**src/rtl/tt_lpf_pi.sv**
```systemverilog
// Loop-filter PI controller: bang-bang phase-detector error into a clamped integrator and clamped control word.
// Optional integrator scan chain is built only when TT_LPF_SCAN_EN is defined.
module tt_lpf_pi #(
  parameter int ACC_W       = 24,
  parameter int OUT_W       = 16,
  parameter int GAIN_W      = 8,
  parameter int LOCK_CYCLES = 64
) (
  input  logic                     i_clk,
  input  logic                     i_rst,
  input  logic                     i_up,
  input  logic                     i_down,
  input  logic [GAIN_W-1:0]        i_kp,
  input  logic [GAIN_W-1:0]        i_ki,
  input  logic                     i_hold,
  output logic signed [OUT_W-1:0]  o_ctrl,
  output logic                     o_sat,
  output logic                     o_locked,
  input  logic                     i_scan_en,
  input  logic                     i_scan_in,
  output logic                     o_scan_out
);

  localparam int CNT_W = $clog2(LOCK_CYCLES + 1);
  localparam logic [CNT_W-1:0] LOCK_MAX = CNT_W'(LOCK_CYCLES);
  localparam logic signed [ACC_W:0] ACC_MAX = (ACC_W+1)'((64'sd1 <<< (ACC_W-1)) - 64'sd1);
  localparam logic signed [ACC_W:0] ACC_MIN = (ACC_W+1)'(-(64'sd1 <<< (ACC_W-1)));
  localparam logic signed [ACC_W:0] OUT_MAX = (ACC_W+1)'((64'sd1 <<< (OUT_W-1)) - 64'sd1);
  localparam logic signed [ACC_W:0] OUT_MIN = (ACC_W+1)'(-(64'sd1 <<< (OUT_W-1)));

  logic signed [ACC_W-1:0] acc;
  logic [CNT_W-1:0]        lock_cnt;
  logic [1:0]              err;      // 2'b01 = +1, 2'b11 = -1, 2'b00 = 0
  logic signed [ACC_W:0]   acc_ext, ki_ext, kp_ext, ki_term, kp_term, sum_i, sum_p;
  logic signed [ACC_W-1:0] acc_nxt;
  logic signed [OUT_W-1:0] out_nxt;
  logic                    acc_clamp, out_clamp;
  logic [CNT_W-1:0]        cnt_nxt;

  assign acc_ext = $signed({acc[ACC_W-1], acc});
  assign ki_ext  = $signed({{(ACC_W+1-GAIN_W){1'b0}}, i_ki});
  assign kp_ext  = $signed({{(ACC_W+1-GAIN_W){1'b0}}, i_kp});

  always_comb begin
    err = 2'b00;
    case ({i_up, i_down})
      2'b10:   err = 2'b11;
      2'b01:   err = 2'b01;
      default: err = 2'b00;
    endcase
  end

  always_comb begin
    ki_term = '0;
    kp_term = '0;
    case (err)
      2'b01: begin
        ki_term = ki_ext;
        kp_term = kp_ext;
      end
      2'b11: begin
        ki_term = -ki_ext;
        kp_term = -kp_ext;
      end
      default: begin
        ki_term = '0;
        kp_term = '0;
      end
    endcase
  end

  // Sums cannot wrap at ACC_W+1 bits because GAIN_W+2 <= ACC_W.
  assign sum_i = acc_ext + ki_term;
  assign sum_p = acc_ext + kp_term;

  always_comb begin
    acc_nxt   = sum_i[ACC_W-1:0];
    acc_clamp = 1'b0;
    if (sum_i > ACC_MAX) begin
      acc_nxt   = ACC_MAX[ACC_W-1:0];
      acc_clamp = 1'b1;
    end else if (sum_i < ACC_MIN) begin
      acc_nxt   = ACC_MIN[ACC_W-1:0];
      acc_clamp = 1'b1;
    end else begin
      acc_nxt   = sum_i[ACC_W-1:0];
      acc_clamp = 1'b0;
    end
  end

  always_comb begin
    out_nxt   = sum_p[OUT_W-1:0];
    out_clamp = 1'b0;
    if (sum_p > OUT_MAX) begin
      out_nxt   = OUT_MAX[OUT_W-1:0];
      out_clamp = 1'b1;
    end else if (sum_p < OUT_MIN) begin
      out_nxt   = OUT_MIN[OUT_W-1:0];
      out_clamp = 1'b1;
    end else begin
      out_nxt   = sum_p[OUT_W-1:0];
      out_clamp = 1'b0;
    end
  end

  always_comb begin
    cnt_nxt = lock_cnt;
    if (err != 2'b00) begin
      cnt_nxt = '0;
    end else if (lock_cnt == LOCK_MAX) begin
      cnt_nxt = lock_cnt;
    end else begin
      cnt_nxt = lock_cnt + CNT_W'(1);
    end
  end

  // Priority: reset, then scan shift, then hold/integrate.
  always_ff @(posedge i_clk) begin
    if (i_rst) begin
      acc      <= '0;
      lock_cnt <= '0;
      o_ctrl   <= '0;
      o_sat    <= 1'b0;
      o_locked <= 1'b0;
`ifdef TT_LPF_SCAN_EN
    end else if (i_scan_en) begin
      acc <= {acc[ACC_W-2:0], i_scan_in};
`endif
    end else begin
      if (!i_hold) begin
        acc <= acc_nxt;
      end
      o_ctrl   <= out_nxt;
      o_sat    <= (acc_clamp & ~i_hold) | out_clamp;
      lock_cnt <= cnt_nxt;
      o_locked <= (cnt_nxt == LOCK_MAX);
    end
  end

`ifdef TT_LPF_SCAN_EN
  assign o_scan_out = acc[ACC_W-1];
`else
  logic unused_scan;
  assign unused_scan = i_scan_en ^ i_scan_in;
  assign o_scan_out  = 1'b0;
`endif

endmodule

```
**config.mk**
```make
export PLATFORM = sky130hd
export DESIGN_NAME = tt_lpf_pi
export DESIGN_NICKNAME = d
export VERILOG_FILES = /design/src/rtl/tt_lpf_pi.sv
export SDC_FILE = /design/constraint.sdc
export NUM_CORES = 1
export LEC_CHECK = 0
export BUFFER_PORTS_ARGS = -buffer_cell sky130_fd_sc_hd__buf_2
export CORE_AREA = 2 2 77 134
export CTS_BUF_LIST = sky130_fd_sc_hd__clkbuf_16
export DETAILED_ROUTE_END_ITERATION = 10
export DIE_AREA = 0 0 79 136
export HOLD_SLACK_MARGIN = 0.15
export MAX_ROUTING_LAYER = met4
export PLACE_DENSITY = 0.79
export SLEW_MARGIN = 10
export SYNTH_ARGS = -nofsm -noshare
export SYNTH_HDL_FRONTEND = slang
export SYNTH_SLANG_ARGS = --single-unit
```
**constraint.sdc**
```tcl
create_clock -name i_clk -period 5.6 [get_ports i_clk]
set_input_delay 1.68 -clock i_clk [delete_from_list [all_inputs] [get_ports i_clk]]
set_output_delay 1.68 -clock i_clk [all_outputs]
set_load 0.03 [all_outputs]
```
== Yosys cells after proc, flatten, opt, wreduce, memory -nomap -nowiden ==
Cells that the tools add are included.

* Register bits after elaboration: 49
* Input port bits: 23

* Mux-type cells: 13
* Bitwise gates (word level): 3
* $lt $le $gt $ge: 4
* Reductions and logical operators: 2
* Eq/ne operators: 6
* $add $sub $neg: 5

{| class="wikitable"
|+ Operators with widths
! kind !! count
|-
| one-hot mux 25 bit (2 select lines) || 2
|-
| adder 24 x 25 -> 25 bit || 2
|-
| negation 8 -> 25 bit || 2
|-
| two-way mux 24 bit || 2
|-
| greater-than comparator 25 x 16 -> 1 bit (second input constant) || 1
|-
| greater-than comparator 25 x 24 -> 1 bit (second input constant) || 1
|-
| less-than comparator 25 x 16 -> 1 bit (second input constant) || 1
|-
| less-than comparator 25 x 24 -> 1 bit (second input constant) || 1
|-
| two-way mux 16 bit || 1
|-
| two-way mux 15 bit || 1
|-
| == test 7 bit (second input constant) || 2
|-
| two-way mux 7 bit || 2
|-
| adder 7 x 1 -> 7 bit (second input constant) || 1
|-
| == test 2 x 1 -> 1 bit (second input constant) || 2
|-
| == test 2 bit (second input constant) || 2
|-
| two-way mux 1 bit || 4
|-
| one-hot mux 2 bit (2 select lines) || 1
|-
| nonzero test 2 bit || 1
|-
| OR reduction 2 bit || 1
|-
| AND 1 bit || 1
|-
| inverter 1 bit || 1
|-
| bitwise OR 1 bit || 1
|}

== Depth between registers and ports, before layout ==
Gate-level depths: netlist of run 1.

* Word-level depth: 10
* Gate-level depth with buffers: 19
* Depth with buffers taken out: 16

== Least setup slack after synthesis of run 1 ==
OpenSTA, ideal clock, no wires.

* Kind: in2reg
* From: input port i_kp[1]
* To: register o_ctrl[13]
* Setup slack: -18 ps
* Data arrival time: 5,504 ps
* Stages on the path: 16
* Cells stage by stage: or3_1 > or3_1 > nor3_1 > ha_1 > a22o_1 > ha_1 > a21oi_1 > o21ai_1 > nor3_2 > a21oi_1 > o311ai_0 > o211ai_1 > o41ai_4 > nor2_2 > buf_6 > a21o_1

* Cells in the longest elaborated chain, start to end: 6
* Elaborated cells on any way between the ends: 7
* Classes of those cells: 2 x add/sub; 2 x order compare; 3 x mux

{| class="wikitable"
|+ RTL lines
! what !! line !! RTL
|-
| from (decl) || 13 || <nowiki>input logic [GAIN_W-1:0] i_kp,</nowiki>
|-
| negation 8 -> 25 bit || 63 || <nowiki>kp_term = -kp_ext;</nowiki>
|-
| one-hot mux 25 bit (2 select lines) (*) || 56 || <nowiki>case (err)</nowiki>
|-
| adder 24 x 25 -> 25 bit (*) || 74 || <nowiki>assign sum_p = acc_ext + kp_term;</nowiki>
|-
| less-than comparator 25 x 16 -> 1 bit || 97 || <nowiki>end else if (sum_p < OUT_MIN) begin</nowiki>
|-
| two-way mux 16 bit || 97 ||
|-
| two-way mux 15 bit (*) || 94 || <nowiki>if (sum_p > OUT_MAX) begin</nowiki>
|-
| to (signal assigned) || 133 || <nowiki>o_ctrl <= out_nxt;</nowiki>
|-
| to (decl) || 16 || <nowiki>output logic signed [OUT_W-1:0] o_ctrl,</nowiki>
|}

Mark *: on every way between the ends. The rest lies on a longest branch, timed or not.
A chain may end at the register's enable or synchronous reset.

== Worst setup path after layout of run 1 ==
* From: input port i_kp[1]
* To: register o_ctrl[2]

The elaborated chain is that of the path after synthesis.

==> metrics.yaml, run 1 <==
sta:
  hold-worst-slack_ns: 0.510
  finalHoldViolCount: 0
  finalCriticalPeriod_ns: 5.56
  finalSetupTns_ns: 0
  setup_ws_ns: 0.0389
  slew_headroom_pct: 52.6
  fmax_mhz: 180
  setup_violations: 0
  fin_crit_sh_pct: 99.3
  rsz0062_at_grt: "yes"
  finClkSkew_ns: 0.00718
  slew_violations: 0
  worst_pin_slew_ns: 0.705
route:
  wl_per_cell_um: 17.9
  drc: 0
  ant_nets: 0
  via_per_inst: 6.23
  num_vias: 6004
  firstDrtPassIters: 5
  drt_wl_total_um: 17200
  first_iter_violations: 425
power:
  swShare_pct: 39.5
  comb_power_share_pct: 47.6
  p_leak_nw: 3.33
  irDropWorstVdd_mv: 0.169
  internal_power_uw: 857
  cellPowerDensity_nw_per_um2: 207
  power_switching_uw: 560
  seqPwrFrac_pct: 29.5
  clkPwrFrac_pct: 22.9
  finalPower_mw: 1.42
clock_network:
  clock_latency_ns: 0.30
  clk_pin_slew_ns: 0.07
  cts_tree: "yes"
  clk_path_buf_depth: 2
  numCtsBuffers: 5
  cts_sinks: 49
  root_buffer: "clkbuf_16"
  htreeDepth: 2
synth:
  synth_fp_nets: 778
  ys_async_sr_fraction_pct: 0
  netlist_top_cells_count: "a21oi_1, ha_1, dfxtp_1, nand2_1, nor2_1"
  yosysMostFrequentCell: "a21oi_1"
  synth_edf_count: 0
  syn_area_sq_um: 5280
  syn_avg_cell_area_sq_um: 7.57
  synth_area_leaders: "dfxtp_1, ha_1, a21oi_1, a21o_1, xnor2_1"
  ys_seq_elements: 49
  synth_ff_type: "dfxtp_1"
  yosysWarnings: 0
  synth_top_area_share_pct: 18.6
  synthDistinctLibCells: 78
  seq_area_frac_synth_pct: 18.6
  synth_largest_area_cell: "dfxtp_1"
  netlist_instances: 697
critical_path:
  r2r_slack_ns: 2.07
  worst_path_max_delay_cell: "o41ai_4"
  slowest_delay_ns: 0.51
  path_cells: "buf_6 -> or3_4 -> or3_4 -> nor3_4 -> ha_1 -> a22o_1 -> ha_4 -> a21oi_4 -> o21ai_2 -> nor3_2 -> a21oi_2 -> buf_6 -> a2111oi_4 -> xnor2_2 -> o41ai_4 -> nor2_4 -> buf_12 -> a31o_1"
  ff2ff_path_depth: 14
  critical_path_class: "in -> reg"
  required_ns: 5.79
  start_kind: "input port"
  rr_endpoint: "o_ctrl[2]$_SDFF_PP0_"
  end_kind: "register"
  critPathArrivalTime_ns: 5.76
  cp_max_fo: 7
  rr_startpoint: "acc[0]$_SDFFE_PP0N_"
placed_design:
  numPortBuffers: 38
  dp_hpwl_um: 13900
  place_congestion: 0.932
  place_ws_ns: -0.533
layout:
  area_growth_pct: 30.0
  diodes: 0
  nNetsFinal: 919
  fill_cells: 803
  layout-drive-gt1-share_pct: 26.3
run:
  maxCapViolations: 0
global_route:
  grt_first_pass_wirelength_um: 26800
  gr-total-overflow: 0
  grt_pass1_vias: 5968
  grt_max_degree: 20
  antenna_found_initial: 0
  grt.total_usage_pct: 32.2
worst_hold_path:
  hp-start: "lock_cnt[6]$_SDFF_PP0_"
  min_path_type: "reg -> reg"
  hold_end: "lock_cnt[6]$_SDFF_PP0_"
  hold_depth: 2
outcome:
  status: "finished, final reports clean"
die:
  die_h_um: 136
  die_w_um: 79
  core_area_sq_um: 9730
  die_area_sq_um: 10700
  rows: 48
  io_pins: 42
  start_util_pct: 54.2
[cells by family after synthesis]
logic type,synth area share [%]
AOI/OAI and AO/OA,34.0
and+or+nand+nor,19.9
buffers and inverters,5.27
adders and majority gates,14.2
DFF,18.6
xor gates and xnor gates,7.47
muxes,0.380
other,0.0711
[worst max path at each step]
stage	startpoint	endpoint	slack (ns)
6_report	i_kp[1]	o_ctrl[2]$_SDFF_PP0_	0.04
2_1_floorplan	i_up	o_ctrl[13]$_SDFF_PP0_	0.004
3_3_place_gp	i_kp[1]	o_ctrl[2]$_SDFF_PP0_	-0.45
4_1_cts	i_kp[1]	o_ctrl[2]$_SDFF_PP0_	0.01
3_5_place_dp	i_kp[1]	o_ctrl[2]$_SDFF_PP0_	-0.53
5_1_grt	i_kp[1]	o_ctrl[2]$_SDFF_PP0_	-0.08
[flip-flops by register name, summed over array words and instances, names as in the netlist]
register and cells:
lock_cnt 7, acc 24, o_locked 1, o_ctrl 16
o_sat 1
[placed cells by master, fill, tap and decap left out, types with 7 or more instances in the layout]
cell type	count
buf_4	125
a21oi_1	74
ha_1	55
dfxtp_1	49
nor2_1	45
nand2_1	45
o21ai_0	42
a21o_1	37
buf_2	36
inv_1	32
xnor2_1	26
nand4_1	22
xor2_1	17
nand3_1	14
nor3_1	13
a31oi_1	10
nand2b_1	9
o21ai_1	9
o211ai_1	9
a211oi_1	9
and3_1	8
o31ai_1	7
a21oi_2	7
a221oi_1	7
[layout make-up]
| cell class | count | area (sq um) | area share (%) |
|---|---|---|---|
| Timing Repair Buffer | 167 | 1220 | 17.8 |
| Sequential cell | 49 | 981 | 14.3 |
| Inverter | 33 | 124 | 1.81 |
| Clock inverter | 3 | 33.8 | 0.493 |
| Multi-Input combinational cell | 582 | 4220 | 61.5 |
| Clock buffer | 5 | 125 | 1.82 |
| Tap cell | 125 | 156 | 2.28 |
[stage by stage]
stage / area (sq um) / util (%) / cells
after floorplan: 5280 / - / 697
after global placement: 6430 / 66.1 / 951
after detailed placement: 6430 / 66.1 / 951
after CTS: 6600 / 67.8 / 959
after global routing: 6860 / 70.5 / 964
final: 6860 / 70.5 / 964
[power by group through the flow]
stage | Clock (mW) | Sequential (mW) | Combinational [mW]
floorplan | 0 | 0.463 | 0.361
global placement | 0 | 0.424 | 0.609
detailed placement | 0 | 0.425 | 0.630
CTS | 0.326 | 0.417 | 0.636
global route | 0.340 | 0.423 | 0.727
finish | 0.324 | 0.419 | 0.675
[what timing repair did]
action	4_1_cts	5_1_grt
gates cloned	0	1
gates resized for setup	4	34
setup buffers	0	4
endpoints found under the setup margin	28	40
hold buffers	0	0
pin swaps	0	11
[per-layer routing]
metal  track usage [%]  part of all wire, %  up-vias
li1                  -                    -     2907
met1              29.4                   36     2833
met2              62.1                   55      191
met3              2.26                  2.8       73
met4              21.2                  6.0        0
met5                 -                    0        -
[critical path: cells and delay by family]
family / cells / cell delay [ns]
AO/OA/AOI/OAI: 7 / 1.69
AND/OR/NAND/NOR: 5 / 1.32
adder cells (fa/ha/maj): 2 / 0.49
XOR/XNOR: 1 / 0.15
buffers and inverters: 3 / 0.39
(Power assumes the default switching activity.)
==> run 2: changes to the inputs <==
--- a/config.mk
+++ b/config.mk
@@ -12,7 +12,7 @@
 export DIE_AREA = 0 0 79 136
 export HOLD_SLACK_MARGIN = 0.15
 export MAX_ROUTING_LAYER = met4
-export PLACE_DENSITY = 0.79
+export PLACE_DENSITY = 0.78
 export SLEW_MARGIN = 10
 export SYNTH_ARGS = -nofsm -noshare
 export SYNTH_HDL_FRONTEND = slang
==> run 2 against run 1 <==
Against the previous run:
- sequential power about the same
- highest routed layer unchanged
- first-iteration DRC count grew 7.5%
- routed wire length down 2.2%
==> metrics.yaml, run 2 (synthesis gave the netlist of run 1 again) <==
outcome:
  status: "finished, final reports clean"  # unchanged
layout:
  utilization_pct: 70.0  # was 70.5%
  top_register: "acc"  # unchanged
  diodes: 0  # unchanged
  area_growth_pct: 29.1  # was 30.0%
  nNetsFinal: 926  # was 919
  stdcell_count: 971  # was 964
  final_cell_mix: "buf_4, a21oi_1, ha_1"  # unchanged
  layout-drive-gt1-share_pct: 26.2  # was 26.3%
  mostFrequentLayoutCell: "buf_4"  # unchanged
  top_regs: "acc (24), o_ctrl (16), lock_cnt (7)"  # unchanged
  largest_reg_flops: 24  # unchanged
critical_path:
  critical_path_class: "in -> reg"  # unchanged
  slowest_delay_ns: 0.42  # was 0.51 ns
  cp_max_fo: 4  # was 7
  required_ns: 5.79  # about the same
  path_cells: "buf_2 -> or3_4 -> or3_4 -> nor3_4 -> ha_1 -> a22o_1 -> ha_1 -> a21o_1 -> a2111oi_0 -> a21oi_1 -> o21ai_0 -> o311ai_2 -> nor4_2 -> a41oi_4 -> a221o_1"  # was buf_6 -> or3_4 -> or3_4 -> nor3_4 -> ha_1 -> a22o_1 -> ha_4 -> a21oi_4 -> o21ai_2 -> nor3_2 -> a21oi_2 -> buf_6 -> a2111oi_4 -> xnor2_2 -> o41ai_4 -> nor2_4 -> buf_12 -> a31o_1
  worst_path_max_delay_cell: "a2111oi_0"  # was o41ai_4
  start_kind: "input port"  # unchanged
  end_kind: "register"  # unchanged
  ff2ff_path_depth: 14  # unchanged
  critPathArrivalTime_ns: 5.67  # was 5.76 ns
clock_network:
  clock_latency_ns: 0.30  # about the same
  clk_path_buf_depth: 2  # unchanged
  cts_sinks: 49  # unchanged
  clk_pin_slew_ns: 0.08  # was 0.07 ns
  ctsHoldBuffers: 0  # unchanged
  root_buffer: "clkbuf_16"  # unchanged
  numCtsBuffers: 5  # unchanged
  cts_tree: "yes"  # unchanged
  htreeDepth: 2  # unchanged
die:
  die_w_um: 79  # unchanged
  die_area_sq_um: 10700  # unchanged
  rows: 48  # unchanged
  core_area_sq_um: 9730  # unchanged
  io_pins: 42  # unchanged
  die_h_um: 136  # unchanged
  start_util_pct: 54.2  # unchanged
route:
  num_vias: 5950  # was 6004
  drc: 0  # unchanged
  wl_per_cell_um: 17.4  # was 17.9 um
  drt_wl_total_um: 16900  # was 17200 um
  via_per_inst: 6.13  # was 6.23
  firstDrtPassIters: 5  # unchanged
  first_iter_violations: 457  # was 425
  ant_nets: 0  # unchanged
placed_design:
  numPortBuffers: 38  # unchanged
  dp.cells: 959  # was 951
  place_congestion: 0.968  # was 0.932
  place_ws_ns: -0.501  # was -0.533 ns
  dp_hpwl_um: 13600  # was 13900 um
global_route:
  gr-total-overflow: 0  # unchanged
  grtUsageMet3_pct: 2.46  # was 2.26%
  grt.total_usage_pct: 32.1  # was 32.2%
  grt_pass1_vias: 5842  # was 5968
  use_met2_pct: 61.0  # was 62.1%
  grt_max_degree: 20  # unchanged
  met1_usage_pct: 30.9  # was 29.4%
  grt_busiest_layer: "met2"  # unchanged
  antenna_found_initial: 0  # unchanged
  grt_first_pass_wirelength_um: 26700  # was 26800 um
power:
  irDropWorstVdd_mv: 0.172  # was 0.169 mV
  finalPower_mw: 1.40  # was 1.42 mW
  p_leak_nw: 3.31  # was 3.33 nW
  cellPowerDensity_nw_per_um2: 206  # was 207 nW/um^2
sta:
  fin_crit_sh_pct: 97.8  # was 99.3%
  fmax_mhz: 183  # was 180 MHz
  finalHoldViolCount: 0  # unchanged
  finClkSkew_ns: 0.00783  # was 0.00718 ns
  setup_ws_ns: 0.121  # was 0.0389 ns
  worst_pin_slew_ns: 0.584  # was 0.705 ns
  finalCriticalPeriod_ns: 5.48  # was 5.56 ns
  slew_violations: 0  # unchanged
  setup_violations: 0  # unchanged
  finalSetupTns_ns: 0  # unchanged
  slew_headroom_pct: 60.5  # was 52.6%
run:
  maxCapViolations: 0  # unchanged
worst_hold_path:
  min_path_type: "reg -> reg"  # unchanged
  hold_depth: 2  # unchanged
[run 2: metrics by stage]
step                cell area (sq um)  hold WS [ns]
floorplan                        5280         0.465
global placement                 6480         0.492
detailed placement               6480         0.507
CTS                              6650         0.519
global route                     6810         0.547
finish                           6810         0.521
[run 2: worst max-delay path, delay by kind of cell]
kind            cells  cell delay [ns]
compound gates      8             2.19
simple gates        4             1.24
fa+ha+maj           2             0.46
buf+inv             1             0.10
[run 2: path summary, 6_finish.rpt]
kind | to | startpoint | slack, ns
max reg2reg | o_ctrl[2]$_SDFF_PP0_ | acc[0]$_SDFFE_PP0N_ | 2.13
min | acc[9]$_SDFFE_PP0N_ | acc[9]$_SDFFE_PP0N_ | 0.52
min reg2reg | acc[9]$_SDFFE_PP0N_ | acc[9]$_SDFFE_PP0N_ | 0.52
max | o_sat$_SDFF_PP0_ | i_kp[1] | 0.12
[run 2: final cells by class]
cell class                 count  area (sq um)
inverter                      33           124
clock inverter                 3          33.8
fill                         823          2920
timing repair buffer         174          1220
multi-input combinational    582          4160
sequential                    49           981
tap                          125           156
clock buffer                   5           125
[run 2: routing by layer]
layer / part of all wire, % / routed length (um) / up-vias
met3: 3.2 / 537 / 59
met1: 37 / 6210 / 2786
met4: 5.1 / 866 / 0
met5: 0 / 0 / -
li1: - / - / 2920
met2: 55 / 9260 / 185
[run 2: repair_timing]
item	in CTS	in global routing
pin swaps	0	6
setup buffers	0	4
gates resized for setup	4	23
endpoints found under the setup margin	16	34
[run 2: where the power goes]
part	internal [mW]	total [mW]	leakage, nW	switching, mW
Sequential	0.390	0.417	0.407	0.0269
Clock	0.171	0.327	0.0767	0.155
Combinational	0.287	0.656	2.82	0.369
==> run 3: changes to the inputs <==
==> config.mk (replaced) <==
export PLATFORM = sky130hd
export DESIGN_NAME = tt_lpf_pi
export DESIGN_NICKNAME = d
export VERILOG_FILES = /design/src/rtl/tt_lpf_pi.sv
export SDC_FILE = /design/constraint.sdc
export NUM_CORES = 1
export LEC_CHECK = 0
export BUFFER_PORTS_ARGS = -buffer_cell sky130_fd_sc_hd__clkbuf_2
export CORE_AREA = 2 2 90 157
export CTS_BUF_LIST = sky130_fd_sc_hd__clkbuf_16
export DETAILED_ROUTE_END_ITERATION = 10
export DIE_AREA = 0 0 92 159
export HOLD_SLACK_MARGIN = 0.15
export MAX_ROUTING_LAYER = met4
export PLACE_DENSITY = 0.6
export SLEW_MARGIN = 10
export SYNTH_ARGS = -nofsm -noshare
export SYNTH_HDL_FRONTEND = slang
export SYNTH_SLANG_ARGS = --single-unit
==> run 3 against run 2 <==
Against the previous run:
- count of clock-buffer cells in the layout unchanged
- register-to-register slack got worse by 0.03 ns
- sequential cell count unchanged
- routed wire length increased by 5.1%
- global-route usage decreased by 7.4 points
- clock skew increased by 0.0032 ns
- critical path depth increased by 3
- total power increased by 0.83%
- sequential power about the same
- non-clock buffer count increased by 11
- critical path type unchanged
- critical endpoint is now o_ctrl[2]$_SDFF_PP0_
- largest cell class unchanged
- highest routed layer unchanged
==> metrics.yaml, run 3 (synthesis gave the netlist of run 1 again) <==
critical_path:
  slowest_delay_ns: 0.41  # was 0.42 ns
  cp_max_fo: 13  # was 4
  worst_path_max_delay_cell: "o41ai_4"  # was a2111oi_0
  critPathArrivalTime_ns: 5.71  # was 5.67 ns
  path_common_cell: "or3_4"
  critical_path_class: "in -> reg"  # unchanged
  crit_family: "compound AO/OA/AOI/OAI gates"  # unchanged
  end_kind: "register"  # unchanged
  path_cells: "clkbuf_2 -> or3_4 -> or3_4 -> nor3_4 -> ha_1 -> a22o_1 -> ha_2 -> a21o_1 -> buf_4 -> a31o_4 -> nor4bb_2 -> a211oi_2 -> a311oi_2 -> o21ai_2 -> o41ai_4 -> nor2_2 -> buf_12 -> a31o_1"  # was buf_2 -> or3_4 -> or3_4 -> nor3_4 -> ha_1 -> a22o_1 -> ha_1 -> a21o_1 -> a2111oi_0 -> a21oi_1 -> o21ai_0 -> o311ai_2 -> nor4_2 -> a41oi_4 -> a221o_1
  critPathBufInv: 3  # was 1
  required_ns: 5.80  # was 5.79 ns
  start_kind: "input port"  # unchanged
global_route:
  grt_first_pass_wirelength_um: 28600  # was 26700 um
  gr-total-overflow: 0  # unchanged
  grt.total_usage_pct: 24.7  # was 32.1%
  antenna_found_initial: 0  # unchanged
  grt_max_degree: 20  # unchanged
  grt_pass1_vias: 6204  # was 5842
clock_network:
  root_buffer: "clkbuf_16"  # unchanged
  clk_pin_slew_ns: 0.07  # was 0.08 ns
  htreeDepth: 2  # unchanged
  cts_sinks: 49  # unchanged
  cts_tree: "yes"  # unchanged
  clock_latency_ns: 0.31  # was 0.30 ns
  numCtsBuffers: 5  # unchanged
  clk_path_buf_depth: 2  # unchanged
layout:
  nNetsFinal: 937  # was 926
  fill_cells: 1271  # was 823
  top_register: "acc"  # unchanged
  diodes: 0  # unchanged
  mostFrequentLayoutCell: "buf_4"  # unchanged
  largest_reg_flops: 24  # unchanged
  top_regs: "acc (24), o_ctrl (16), lock_cnt (7)"  # unchanged
  area_growth_pct: 32.6  # was 29.1%
  final_cell_mix: "buf_4, a21oi_1, ha_1"  # unchanged
  final_area_sq_um: 7000  # was 6810 sq um
  stdcell_count: 1031  # was 971
  utilization_pct: 52.6  # was 70.0%
  layout-drive-gt1-share_pct: 28.0  # was 26.2%
placed_design:
  numPortBuffers: 38  # unchanged
  place_ws_ns: -0.410  # was -0.501 ns
  place_congestion: 1.04  # was 0.968
  placed_cell_area_sq_um: 6650  # was 6480 sq um
  dp.cells: 1021  # was 959
  dp_hpwl_um: 14700  # was 13600 um
route:
  ant_nets: 0  # unchanged
  drc: 0  # unchanged
  via_per_inst: 5.80  # was 6.13
  first_iter_violations: 238  # was 457
  wl_per_cell_um: 17.2  # was 17.4 um
  firstDrtPassIters: 4  # was 5
  num_vias: 5979  # was 5950
  drt_wl_total_um: 17700  # was 16900 um
outcome:
  status: "finished, final reports clean"  # unchanged
die:
  start_util_pct: 39.6  # was 54.2%
  die_h_um: 159  # was 136 um
  die_w_um: 92  # was 79 um
  die_area_sq_um: 14600  # was 10700 sq um
  core_area_sq_um: 13300  # was 9730 sq um
  io_pins: 42  # unchanged
  rows: 56  # was 48
power:
  finalPower_mw: 1.41  # was 1.40 mW
  p_leak_nw: 3.38  # was 3.31 nW
  irDropWorstVdd_mv: 0.108  # was 0.172 mV
  cellPowerDensity_nw_per_um2: 202  # was 206 nW/um^2
sta:
  hold-worst-slack_ns: 0.512  # was 0.521 ns
  setup_violations: 0  # unchanged
  finalCriticalPeriod_ns: 5.50  # was 5.48 ns
  finalSetupTns_ns: 0  # unchanged
  worst_pin_slew_ns: 0.579  # was 0.584 ns
  fmax_mhz: 182  # was 183 MHz
  finClkSkew_ns: 0.0110  # was 0.00783 ns
  finalHoldViolCount: 0  # unchanged
  slew_violations: 0  # unchanged
  slew_headroom_pct: 61.1  # was 60.5%
  fin_crit_sh_pct: 98.3  # was 97.8%
  rsz0062_at_grt: "yes"
  setup_ws_ns: 0.0952  # was 0.121 ns
run:
  maxCapViolations: 0  # unchanged
worst_hold_path:
  min_path_type: "reg -> reg"  # unchanged
==> run 3: cell count changes in the layout (fill, tap and decap cells not counted), moves of 2 or more <==
cell | previous run | this run
a21oi_2 | 3 | 7
buf_2 | 38 | 0
a21oi_1 | 78 | 74
clkbuf_2 | 0 | 38
buf_4 | 135 | 145
ha_1 | 56 | 54
==> run 3: timing repair <==
| action | 4_1_cts | 5_1_grt |
|---|---|---|
| gates resized for setup | 4 | 33 |
| hold buffers | 0 | 0 |
| pin swaps | 0 | 5 |
| buffers inserted | 0 | 2 |
| setup endpoints to repair | 16 | 39 |
==> run 3: worst reg2reg max path, stage by stage (launching register included) <==
cell,delay [ns]
dfxtp_1,0.45
inv_1,0.13
fa_1,0.46
nand2b_1,0.19
a21o_1,0.20
a211o_1,0.30
a21oi_2,0.26
buf_4,0.18
a2111oi_4,0.07
xnor2_2,0.17
buf_4,0.16
o41ai_4,0.37
nor2_2,0.10
buf_12,0.17
a31o_1,0.18
==> run 3: final timing paths <==
check | from | endpoint | slack [ns] | cells after the start
worst max-delay path | i_kp[1] | o_ctrl[2]$_SDFF_PP0_ | 0.1 | 18
worst min-delay path | lock_cnt[6]$_SDFF_PP0_ | lock_cnt[6]$_SDFF_PP0_ | 0.51 | 2
worst max register to register | acc[1]$_SDFFE_PP0N_ | o_ctrl[2]$_SDFF_PP0_ | 2.10 | 14
worst min register to register | lock_cnt[6]$_SDFF_PP0_ | lock_cnt[6]$_SDFF_PP0_ | 0.51 | 2
==> run 3: cell type report <==
cell class / instances / area (sq um) / area share, %
Clock inverter: 3 / 28.8 / 0.411
Sequential cell: 49 / 981 / 14.0
Tap cell: 174 / 218 / 3.11
Clock buffer: 5 / 125 / 1.79
Multi-Input combinational cell: 582 / 4200 / 60.1
Inverter: 33 / 124 / 1.77
Timing Repair Buffer: 185 / 1320 / 18.8
==> run 3: where the power goes <==
| part | internal (mW) | total, mW | leakage [nW] | switching [mW] |
|---|---|---|---|---|
| combinational | 0.296 | 0.668 | 2.89 | 0.372 |
| clock | 0.172 | 0.325 | 0.0763 | 0.153 |
| sequential | 0.391 | 0.419 | 0.407 | 0.0287 |
| total | 0.858 | 1.41 | 3.38 | 0.554 |
==> run 3: routing by layer <==
metal  vias to the layer above  GRT usage [%]  part of all wire [%]
met2                       129           48.6                    56
met1                      2840           22.7                    37
met5                         -              -                     0
met4                         0           14.6                   5.5
li1                       2949              -                     -
met3                        61           1.37                   1.8
